===== src/rtl/game_pkg.sv =====
// Shared types and widths for the game front-end blocks.
package game_pkg;
  localparam int ID_W      = 5;
  localparam int SCORE_W   = 7;
  localparam int MAX_SCORE = 99;

  typedef enum logic [2:0] {
    IDLE     = 3'd0,
    PLAY     = 3'd1,
    SUBMIT   = 3'd2,
    WAIT_ACK = 3'd3,
    DONE     = 3'd4
  } state_e;
endpackage


===== src/rtl/game_score_feeder_if.sv =====
// Player-side controls and Scoring handshake for game_score_feeder.
interface game_score_feeder_if;
  import game_pkg::*;

  logic               login_valid;
  logic [ID_W-1:0]    login_id;
  logic               start;
  logic               abort;
  logic               hit;
  logic               miss;
  logic               tick;
  logic               score_ack;
  logic               score_request;
  logic [ID_W-1:0]    playerID;
  logic [SCORE_W-1:0] score;
  logic [7:0]         time_left;
  logic               game_active;
  logic               busy;
  logic               no_ack;

  modport master (
    output login_valid, login_id, start, abort, hit, miss, tick, score_ack,
    input  score_request, playerID, score, time_left, game_active, busy, no_ack
  );

  modport slave (
    input  login_valid, login_id, start, abort, hit, miss, tick, score_ack,
    output score_request, playerID, score, time_left, game_active, busy, no_ack
  );
endinterface


===== src/rtl/sat_updown_counter.sv =====
// Up/down counter saturating at 0 and max_i; simultaneous inc and dec cancel.
module sat_updown_counter #(
  parameter int W = 7
) (
  input  logic         clk,
  input  logic         rst,
  input  logic         inc_i,
  input  logic         dec_i,
  input  logic         clr_i,
  input  logic [W-1:0] max_i,
  output logic [W-1:0] cnt_o
);
  logic [W-1:0] cnt_q;
  logic [W-1:0] cnt_d;

  always_comb begin
    cnt_d = cnt_q;
    if (clr_i)
      cnt_d = '0;
    else if (inc_i && !dec_i && (cnt_q < max_i))
      cnt_d = cnt_q + 1'b1;
    else if (dec_i && !inc_i && (cnt_q != '0))
      cnt_d = cnt_q - 1'b1;
  end

  always_ff @(posedge clk or negedge rst) begin
    if (!rst) cnt_q <= '0;
    else      cnt_q <= cnt_d;
  end

  assign cnt_o = cnt_q;
endmodule


===== src/rtl/game_score_feeder.sv =====
// Runs one timed round per login and hands the final score to Scoring with an
// ack-or-timeout handshake.
module game_score_feeder
  import game_pkg::*;
#(
  parameter int GAME_TICKS  = 30,
  parameter int ACK_TIMEOUT = 64
) (
  input logic                clk,
  input logic                rst,
  game_score_feeder_if.slave bus
);
  localparam logic [7:0]         TICKS_INIT = 8'(GAME_TICKS);
  localparam logic [9:0]         ACK_INIT   = 10'(ACK_TIMEOUT - 1);
  localparam logic [SCORE_W-1:0] SCORE_MAX  = SCORE_W'(MAX_SCORE);

  state_e          state_q, state_d;
  logic            loaded_q;
  logic [ID_W-1:0] id_q;
  logic [7:0]      time_left_q;
  logic [9:0]      ack_cnt_q;
  logic            no_ack_q;
  logic            start_ok, final_tick, ack_tc, play_upd;
  logic [SCORE_W-1:0] score_cnt;

  // A simultaneous login wins over start so the new ID is never skipped.
  assign start_ok   = (state_q == IDLE) && bus.start && loaded_q && !bus.login_valid;
  assign final_tick = bus.tick && (time_left_q == 8'd1);
  assign ack_tc     = (ack_cnt_q == 10'd0);
  assign play_upd   = (state_q == PLAY) && !bus.abort;

  always_ff @(posedge clk or negedge rst) begin
    if (!rst) state_q <= IDLE;
    else      state_q <= state_d;
  end

  always_comb begin
    state_d = state_q;
    case (state_q)
      IDLE:     if (start_ok) state_d = PLAY;
      PLAY:     if (bus.abort) state_d = IDLE;
                else if (final_tick) state_d = SUBMIT;
      SUBMIT:   state_d = WAIT_ACK;
      WAIT_ACK: if (bus.score_ack || ack_tc) state_d = DONE;
      DONE:     state_d = IDLE;
      default:  state_d = IDLE;
    endcase
  end

  always_comb begin
    bus.score_request = 1'b0;
    bus.game_active   = 1'b0;
    bus.busy          = 1'b0;
    case (state_q)
      PLAY:     bus.game_active = 1'b1;
      SUBMIT:   begin bus.score_request = 1'b1; bus.busy = 1'b1; end
      WAIT_ACK: bus.busy = 1'b1;
      default:  ;
    endcase
  end

  always_ff @(posedge clk or negedge rst) begin
    if (!rst) begin
      loaded_q    <= 1'b0;
      id_q        <= '0;
      time_left_q <= '0;
      ack_cnt_q   <= '0;
      no_ack_q    <= 1'b0;
    end else begin
      case (state_q)
        IDLE: begin
          if (bus.login_valid) begin
            id_q     <= bus.login_id;
            loaded_q <= 1'b1;
          end
          if (start_ok) begin
            time_left_q <= TICKS_INIT;
            no_ack_q    <= 1'b0;
          end
        end
        PLAY: begin
          if (bus.abort) begin
            loaded_q    <= 1'b0;
            time_left_q <= '0;
          end else if (bus.tick) begin
            time_left_q <= time_left_q - 8'd1;
          end
        end
        SUBMIT: ack_cnt_q <= ACK_INIT;
        WAIT_ACK: begin
          // Ack on the terminal cycle takes precedence over the timeout flag.
          if (!bus.score_ack) begin
            if (ack_tc) no_ack_q  <= 1'b1;
            else        ack_cnt_q <= ack_cnt_q - 10'd1;
          end
        end
        DONE:    loaded_q <= 1'b0;
        default: ;
      endcase
    end
  end

  sat_updown_counter #(.W(SCORE_W)) u_score (
    .clk   (clk),
    .rst   (rst),
    .inc_i (play_upd && bus.hit),
    .dec_i (play_upd && bus.miss),
    .clr_i (start_ok),
    .max_i (SCORE_MAX),
    .cnt_o (score_cnt)
  );

  assign bus.playerID  = id_q;
  assign bus.score     = score_cnt;
  assign bus.time_left = time_left_q;
  assign bus.no_ack    = no_ack_q;
endmodule


===== src/flat_wrapper.sv =====
// flat-port wrapper written by rule: the top's interface ports become plain ports
module game_score_feeder_flat import game_pkg::*;
#(
  parameter int GAME_TICKS  = 30,
  parameter int ACK_TIMEOUT = 64
)
  (clk, rst, bus_login_valid, bus_login_id, bus_start, bus_abort, bus_hit, bus_miss, bus_tick, bus_score_ack, bus_score_request, bus_playerID, bus_score, bus_time_left, bus_game_active, bus_busy, bus_no_ack);
  game_score_feeder_if bus_i ();
  input logic clk;
  input logic rst;
  input wire logic [$bits(bus_i.login_valid)-1:0] bus_login_valid;
  input wire logic [$bits(bus_i.login_id)-1:0] bus_login_id;
  input wire logic [$bits(bus_i.start)-1:0] bus_start;
  input wire logic [$bits(bus_i.abort)-1:0] bus_abort;
  input wire logic [$bits(bus_i.hit)-1:0] bus_hit;
  input wire logic [$bits(bus_i.miss)-1:0] bus_miss;
  input wire logic [$bits(bus_i.tick)-1:0] bus_tick;
  input wire logic [$bits(bus_i.score_ack)-1:0] bus_score_ack;
  output wire logic [$bits(bus_i.score_request)-1:0] bus_score_request;
  output wire logic [$bits(bus_i.playerID)-1:0] bus_playerID;
  output wire logic [$bits(bus_i.score)-1:0] bus_score;
  output wire logic [$bits(bus_i.time_left)-1:0] bus_time_left;
  output wire logic [$bits(bus_i.game_active)-1:0] bus_game_active;
  output wire logic [$bits(bus_i.busy)-1:0] bus_busy;
  output wire logic [$bits(bus_i.no_ack)-1:0] bus_no_ack;
  assign bus_i.login_valid = bus_login_valid;
  assign bus_i.login_id = bus_login_id;
  assign bus_i.start = bus_start;
  assign bus_i.abort = bus_abort;
  assign bus_i.hit = bus_hit;
  assign bus_i.miss = bus_miss;
  assign bus_i.tick = bus_tick;
  assign bus_i.score_ack = bus_score_ack;
  assign bus_score_request = bus_i.score_request;
  assign bus_playerID = bus_i.playerID;
  assign bus_score = bus_i.score;
  assign bus_time_left = bus_i.time_left;
  assign bus_game_active = bus_i.game_active;
  assign bus_busy = bus_i.busy;
  assign bus_no_ack = bus_i.no_ack;
  game_score_feeder #(.GAME_TICKS(GAME_TICKS), .ACK_TIMEOUT(ACK_TIMEOUT)) u_core (.clk(clk), .rst(rst), .bus(bus_i));
endmodule

===== config.mk =====
export PLATFORM = sky130hd
export DESIGN_NAME = game_score_feeder_flat
export DESIGN_NICKNAME = d
export VERILOG_FILES = /design/src/rtl/game_pkg.sv /design/src/rtl/game_score_feeder_if.sv /design/src/rtl/sat_updown_counter.sv /design/src/rtl/game_score_feeder.sv /design/src/flat_wrapper.sv
export SDC_FILE = /design/constraint.sdc
export NUM_CORES = 1
export LEC_CHECK = 0
export ABC_AREA = 1
export CORE_UTILIZATION = 48
export DETAILED_ROUTE_END_ITERATION = 10
export PLACE_DENSITY = 0.8
export SETUP_SLACK_MARGIN = 0.5
export SLEW_MARGIN = 15
export SYNTH_ARGS = -nofsm -noshare
export SYNTH_HDL_FRONTEND = slang
export SYNTH_SLANG_ARGS = --single-unit

===== constraint.sdc =====
create_clock -name clk -period 2 [get_ports clk]
set_input_delay 0.4 -clock clk [delete_from_list [all_inputs] [get_ports clk]]
set_output_delay 0.4 -clock clk [all_outputs]
set_load 0.005 [all_outputs]

==> metrics.md, run 1 <==
| Metric | Value |
|---|---|
| Syn. warnings | `0` |
| Hold Path Class | `reg2reg` |
| Pins Over Slew Limit | `0` |
| Worst Tran Pin Value | `0.447 ns` |
| Fillers | `306` |
| Top Ports | `38` |
| Hold buffers post-CTS | `0` |
| CP dominant cell by count | `nand2_2` |
| Reg area | `880 µm²` |
| CP required | `2.19 ns` |
| Yosys top cell area share | `38.3%` |
| Iter 0 DRT Violations | `181` |
| Area grow syn2layout | `52.5%` |
| First-pass GRT wire length | `10.1 mm` |
| Die Wd | `71.0 µm` |
| DP Wirelength | `3.97 mm` |
| WS Path Type | `reg2reg` |
| CP max stage delay | `0.41 ns` |
| Fin nets | `415` |
| Top delay family on crit path | `simple AND/OR/NAND/NOR gates` |
| Share of cells above drive strength 1 | `38.7%` |
| Critical path capture point type | `register` |
| Worst setup SP type | `register` |
| Routed Antenna Nets | `0` |
| Post-synth cell types | `32` |
| Fmax | `465 MHz` |
| Die footprint | `0.00505 mm²` |
| Multi-input logic area | `0.00150 mm²` |
| Vias/cell | `5.31` |
| Failing checks | `design-rule violations, negative setup slack` |
| Initial core utilization | `51.1%` |
| # setup viols final | `5` |
| Critical path's slowest cell | `dfrtp_1` |
| Crit path max fanout | `5` |
| Fin crit share | `108%` |
| Slew headroom | `70.2%` |
| Uppermost layer routed | `met4` |
| Routed wl met3 | `254 µm` |
| CTS tree | `yes` |
| Final hold violations | `0` |
| H-tree Lvls | `2` |
| Maxcap violations | `0` |
| Wire length per cell | `14.4 µm` |
| Skew final | `0.0105 ns` |
| Clk slew on worst S/H paths | `0.07 ns` |
| Commonest non-fill, non-tap cell in the layout | `nand2_1` |
| GRT Overall Usage | `26.0%` |
| Clk_lat worst skew | `0.31 ns` |
| # DRC | `3` |
| Number of port buffers | `37` |
| Register area share after synthesis | `38.3%` |
| Final WL | `6.35 mm` |
| RSZ-0062 raised after global routing | `yes` |
| Drt pass-1 iters | `8` |
| Leakage power | `1.69 nW` |
| Final Wtd Congestion | `0.927` |
| Row Count | `24` |
| Gate Count Post-Synth | `293` |
| N_diodes | `0` |
| Clock Tree Buf Depth | `2` |
| Met1 WL | `2.55 mm` |
| Pre-CTS setup slack | `-0.349 ns` |
| Yosys top cell by area | `dfrtp_1` |
| Final Power | `5.38 mW` |
| Worst-path cell chain | `nor2_2 -> buf_4 -> nand3_4 -> nor2_4 -> nand2_8 -> ha_4 -> nand2_2 -> or2_4 -> nand4_1 -> nand2_2 -> nand2_2 -> nand2_2` |
| Worst endpoint data arrival time | `2.34 ns` |
| Pwr Density | `1540 mW/mm²` |
| Largest net degree at the start of global routing | `36` |
| Root Buffer | `clkbuf_8` |
| Commonest cells after routing, fill and taps aside | `49 x nand2_1, 39 x buf_4, 32 x inv_1, 32 x dfrtp_1, 27 x nor2_1` |
| Global route overflow | `0` |
| Synth area leaders | `dfrtp_1 38%, nand2_1 11%, inv_1 6.4%, ha_1 5.5%, nor2_1 5.1%` |
| Vias in the first global route | `2299` |
| Status | `finished, violations left` |
| Worst VDD drop | `0.970 mV` |
| Wire length on met2 | `3.34 mm` |
| Setup slack after layout | `-0.151 ns` |
| Die H | `71.0 µm` |
| Clock sink count | `35` |
| Synthesized area per cell | `7.81 µm²` |
| Core area | `0.00447 mm²` |
| Vias | `2347` |
| Fin crit period | `2.15 ns` |
| TritonCTS Buffers | `5` |
| Synthesized area | `0.00229 mm²` |
| Syn_nets | `318` |
| Yosys reg bits | `35` |
| CP Buf/Inv Count | `1` |
| Initial antenna violation count | `0` |
-- final cells by class --
class                   count  share of cell area, %
clock inverters             1                  0.143
clock buffers               6                   2.37
multi-input cells         214                   43.1
repair buffers             89                   22.1
well taps                  52                   1.86
inverters                  45                   5.27
flip-flops and latches     35                   25.2
-- cell families after synthesis --
| kind of cell | count (synthesis) | share of synthesized area (%) |
|---|---|---|
| xor gates and xnor gates | 6 | 2.30 |
| and+or+nand+nor | 155 | 33.4 |
| DFF | 35 | 38.3 |
| muxes | 5 | 2.46 |
| buffers and inverters | 45 | 7.82 |
| AOI/OAI and AO/OA | 36 | 9.46 |
| adders and majority gates | 11 | 6.34 |
-- routing by layer --
| layer | vias to the layer above | global-route usage [%] |
|---|---|---|
| li1 | 1156 | - |
| met1 | 1104 | 30.3 |
| met2 | 67 | 46.6 |
| met3 | 20 | 6.55 |
| met4 | 0 | 8.44 |
| met5 | - | 0 |
-- metrics by stage --
stage / utilization [%] / instance area (µm²) / hold slack [ns] / setup TNS, ns / instances
detailed placement: 66.4 / 2970 / 0.462 / -1.49 / 401
global placement: 66.4 / 2970 / 0.459 / -1.22 / 401
finish: 78.0 / 3490 / 0.494 / -0.397 / 442
floorplan: - / 2390 / 0.104 / 0 / 293
global route: 78.0 / 3490 / 0.510 / -0.791 / 442
CTS: 73.2 / 3280 / 0.493 / 0 / 431
-- cell usage after synthesis --
cell / count
o31ai_1: 1
o21ai_0: 13
o21ai_1: 4
nand3_1: 22
a21oi_1: 7
nor2_1: 31
nand3_4: 2
mux2_2: 5
or2_1: 1
inv_4: 2
or2_2: 3
nand4_1: 15
xnor2_1: 1
xor2_1: 5
dfrtp_1: 35
a31oi_1: 2
nand2_1: 66
o2111ai_1: 1
fa_1: 1
o21ai_2: 6
inv_2: 3
nor3_1: 2
ha_1: 10
nand2_2: 2
nand2_4: 4
nor2_4: 4
o21a_1: 1
inv_1: 39
nor2_2: 2
clkinv_4: 1
nand3_2: 1
o21bai_1: 1
-- power by group --
| group | leakage, nW | switching, mW | internal (mW) |
|---|---|---|---|
| combinational | 1.22 | 1.92 | 1.78 |
| sequential | 0.427 | 0.170 | 0.966 |
| clock | 0.0470 | 0.274 | 0.270 |
-- final timing paths --
kind	start	end	slack [ns]	depth (start not counted)
min in group asynchronous	rst	u_core.bus.time_left[7]$_DFFE_PN0P_	0.50	2
worst max-delay path	u_core.state_q[2]$_DFFE_PN0P_	u_core.u_score.cnt_o[5]$_DFFE_PN0P_	-0.15	12
worst min-delay path	u_core.bus.no_ack$_DFFE_PN0P_	u_core.bus.no_ack$_DFFE_PN0P_	0.49	2
max in group asynchronous	rst	u_core.u_score.cnt_o[2]$_DFFE_PN0P_	1.15	2
worst max register to register	u_core.state_q[2]$_DFFE_PN0P_	u_core.u_score.cnt_o[5]$_DFFE_PN0P_	-0.15	12
worst min register to register	u_core.bus.no_ack$_DFFE_PN0P_	u_core.bus.no_ack$_DFFE_PN0P_	0.49	2
-- state kept, by name (all words and copies together) (netlist names) --
register,count
u_core.ack_cnt_q,10
u_core.bus.no_ack,1
u_core.bus.playerID,5
u_core.bus.time_left,8
u_core.loaded_q,1
u_core.state_q,3
u_core.u_score.cnt_o,7
-- repair_timing --
| item | in CTS | in global routing |
|---|---|---|
| cloned | 1 | 0 |
| setup buffers | 22 | 11 |
| pin swaps | 20 | 21 |
| endpoints found under the setup margin | 44 | 40 |
| resized for setup | 63 | 44 |
-- tightest hold or removal path: stages, from the launching register on --
cell and delay [ns]:
dfrtp_1 0.35, nand2_1 0.05, o31ai_1 0.06
Note: power is estimated with default switching activity, not from simulation.
==> run 2: changes to the inputs <==
CAP_MARGIN = 10   (was default)
SKIP_LAST_GASP = 1   (was default)
==> metrics.md, run 2 (synthesized netlist as in run 1, its figures left out) <==
| Metric | Value |
|---|---|
| Commonest cells after routing, fill and taps aside | `49 x nand2_1, 40 x buf_4, 33 x inv_1` |
| CP Buf/Inv Count | `1` |
| Clock sink count | `35` |
| Vias/cell | `5.30` |
| GRT met1 Usage | `30.3%` |
| Worst setup SP type | `register` |
| Met2 Use GR | `46.6%` |
| Leakage power | `1.69 nW` |
| Crit path max fanout | `5` |
| H-tree Lvls | `2` |
| Failing checks | `design-rule violations, negative setup slack` |
| Worst Tran Pin Value | `0.444 ns` |
| Hold buffers post-CTS | `0` |
| Worst VDD drop | `0.968 mV` |
| Final Power | `5.34 mW` |
| Top delay family on crit path | `simple AND/OR/NAND/NOR gates` |
| GRT Max-Usage Layer | `met2` |
| Wire length per cell | `14.3 µm` |
| Routed Antenna Nets | `0` |
| Pwr Density | `1540 mW/mm²` |
| Met3 Usage GRT | `6.55%` |
| Fin crit share | `107%` |
| Setup slack after layout | `-0.145 ns` |
| Die Wd | `71.0 µm` |
| Die H | `71.0 µm` |
| Commonest non-fill, non-tap cell in the layout | `nand2_1` |
| Hold Path Class | `reg2reg` |
| CP dominant cell by count | `nand2_2` |
| Largest net degree at the start of global routing | `36` |
| Worst endpoint data arrival time | `2.33 ns` |
| Final Wtd Congestion | `0.927` |
| Final WL | `6.33 mm` |
| Biggest register | `u_core.ack_cnt_q` |
| RSZ-0062 raised after global routing | `yes` |
| Max FFs per register | `10` |
| Clk slew on worst S/H paths | `0.07 ns` |
| CP max stage delay | `0.41 ns` |
| Share of cells above drive strength 1 | `38.2%` |
| CTS tree | `yes` |
| Iter 0 DRT Violations | `124` |
| Skew final | `0.00959 ns` |
| Global route overflow | `0` |
| Drt pass-1 iters | `7` |
| Vias in the first global route | `2299` |
| Final Util | `77.7%` |
| Critical path capture point type | `register` |
| Number of port buffers | `37` |
| TritonCTS Buffers | `5` |
| WS Path Type | `reg2reg` |
| Fin nets | `415` |
| Fin crit period | `2.15 ns` |
| N_diodes | `0` |
| Total negative slack | `-0.367 ns` |
| Area grow syn2layout | `51.9%` |
| Slew headroom | `70.4%` |
| CP required | `2.19 ns` |
| Clk_lat worst skew | `0.30 ns` |
| Critical path's slowest cell | `dfrtp_1` |
| Fmax | `466 MHz` |
| Pre-CTS setup slack | `-0.349 ns` |
| DP Wirelength | `3.97 mm` |
| Worst-path cell chain | `nor2_2 -> buf_4 -> nand3_4 -> nor2_4 -> nand2_8 -> ha_4 -> nand2_2 -> or2_4 -> nand4_1 -> nand2_2 -> nand2_2 -> nand2_2` |
| Clock Tree Buf Depth | `2` |
| Vias | `2342` |
| First-pass GRT wire length | `10.1 mm` |
| Root Buffer | `clkbuf_8` |
| Die footprint | `0.00505 mm²` |
| Final hold violations | `0` |
| # DRC | `3` |
| Status | `finished, violations left` |
| Core area | `0.00447 mm²` |
| Initial antenna violation count | `0` |
| Row Count | `24` |
| Hold WS | `0.494 ns` |
| Top Ports | `38` |
| Maxcap violations | `0` |
| # setup viols final | `5` |
| Initial core utilization | `51.1%` |
| GRT Overall Usage | `26.0%` |
| Pins Over Slew Limit | `0` |
run 2: worst paths after layout:
path                                               startpoint                             endpoint  slack [ns]  depth (start not counted)
worst min-delay path            u_core.bus.no_ack$_DFFE_PN0P_        u_core.bus.no_ack$_DFFE_PN0P_        0.49                          2
worst max-delay path            u_core.state_q[2]$_DFFE_PN0P_  u_core.u_score.cnt_o[5]$_DFFE_PN0P_       -0.15                         12
worst max register to register  u_core.state_q[2]$_DFFE_PN0P_  u_core.u_score.cnt_o[5]$_DFFE_PN0P_       -0.15                         12
worst min register to register  u_core.bus.no_ack$_DFFE_PN0P_        u_core.bus.no_ack$_DFFE_PN0P_        0.49                          2
max in group asynchronous                                 rst  u_core.u_score.cnt_o[2]$_DFFE_PN0P_        1.15                          2
min in group asynchronous                                 rst        u_core.state_q[0]$_DFFE_PN0P_        0.51                          2
run 2: layer usage:
metal,share of wire (%),vias to the layer above
met5,0,-
met4,2.3,0
met3,4.8,16
met2,52,61
met1,40,1110
li1,-,1155
run 2: cell type report:
cell class	count	area [µm²]
clock buffers	6	82.6
flip-flops and latches	35	880
repair buffers	89	759
fillers	312	998
clock inverters	1	5.00
well taps	52	65.1
multi-input cells	214	1500
inverters	45	184
run 2: what timing repair did:
action                                  CTS  global route
endpoints found under the setup margin   44            40
gates cloned                              1             0
buffers inserted                         22            11
pin swaps                                20            21
resized for setup                        63            40
run 2: tightest hold or removal path, stage by stage, from the launching register on:
cell and delay [ns]:
dfrtp_1 0.35, nand2_1 0.05, o31ai_1 0.06
run 2: where the power goes:
part           switching, mW  total [mW]  internal [mW]
clock                  0.268       0.538          0.270
combinational           1.91        3.67           1.76
sequential             0.167        1.13          0.966
run 2: metrics by stage:
stage | instance area, µm² | instances
2_1_floorplan | 2390 | 293
3_3_place_gp | 2970 | 401
3_5_place_dp | 2970 | 401
4_1_cts | 3280 | 431
5_1_grt | 3480 | 442
6_report | 3480 | 442
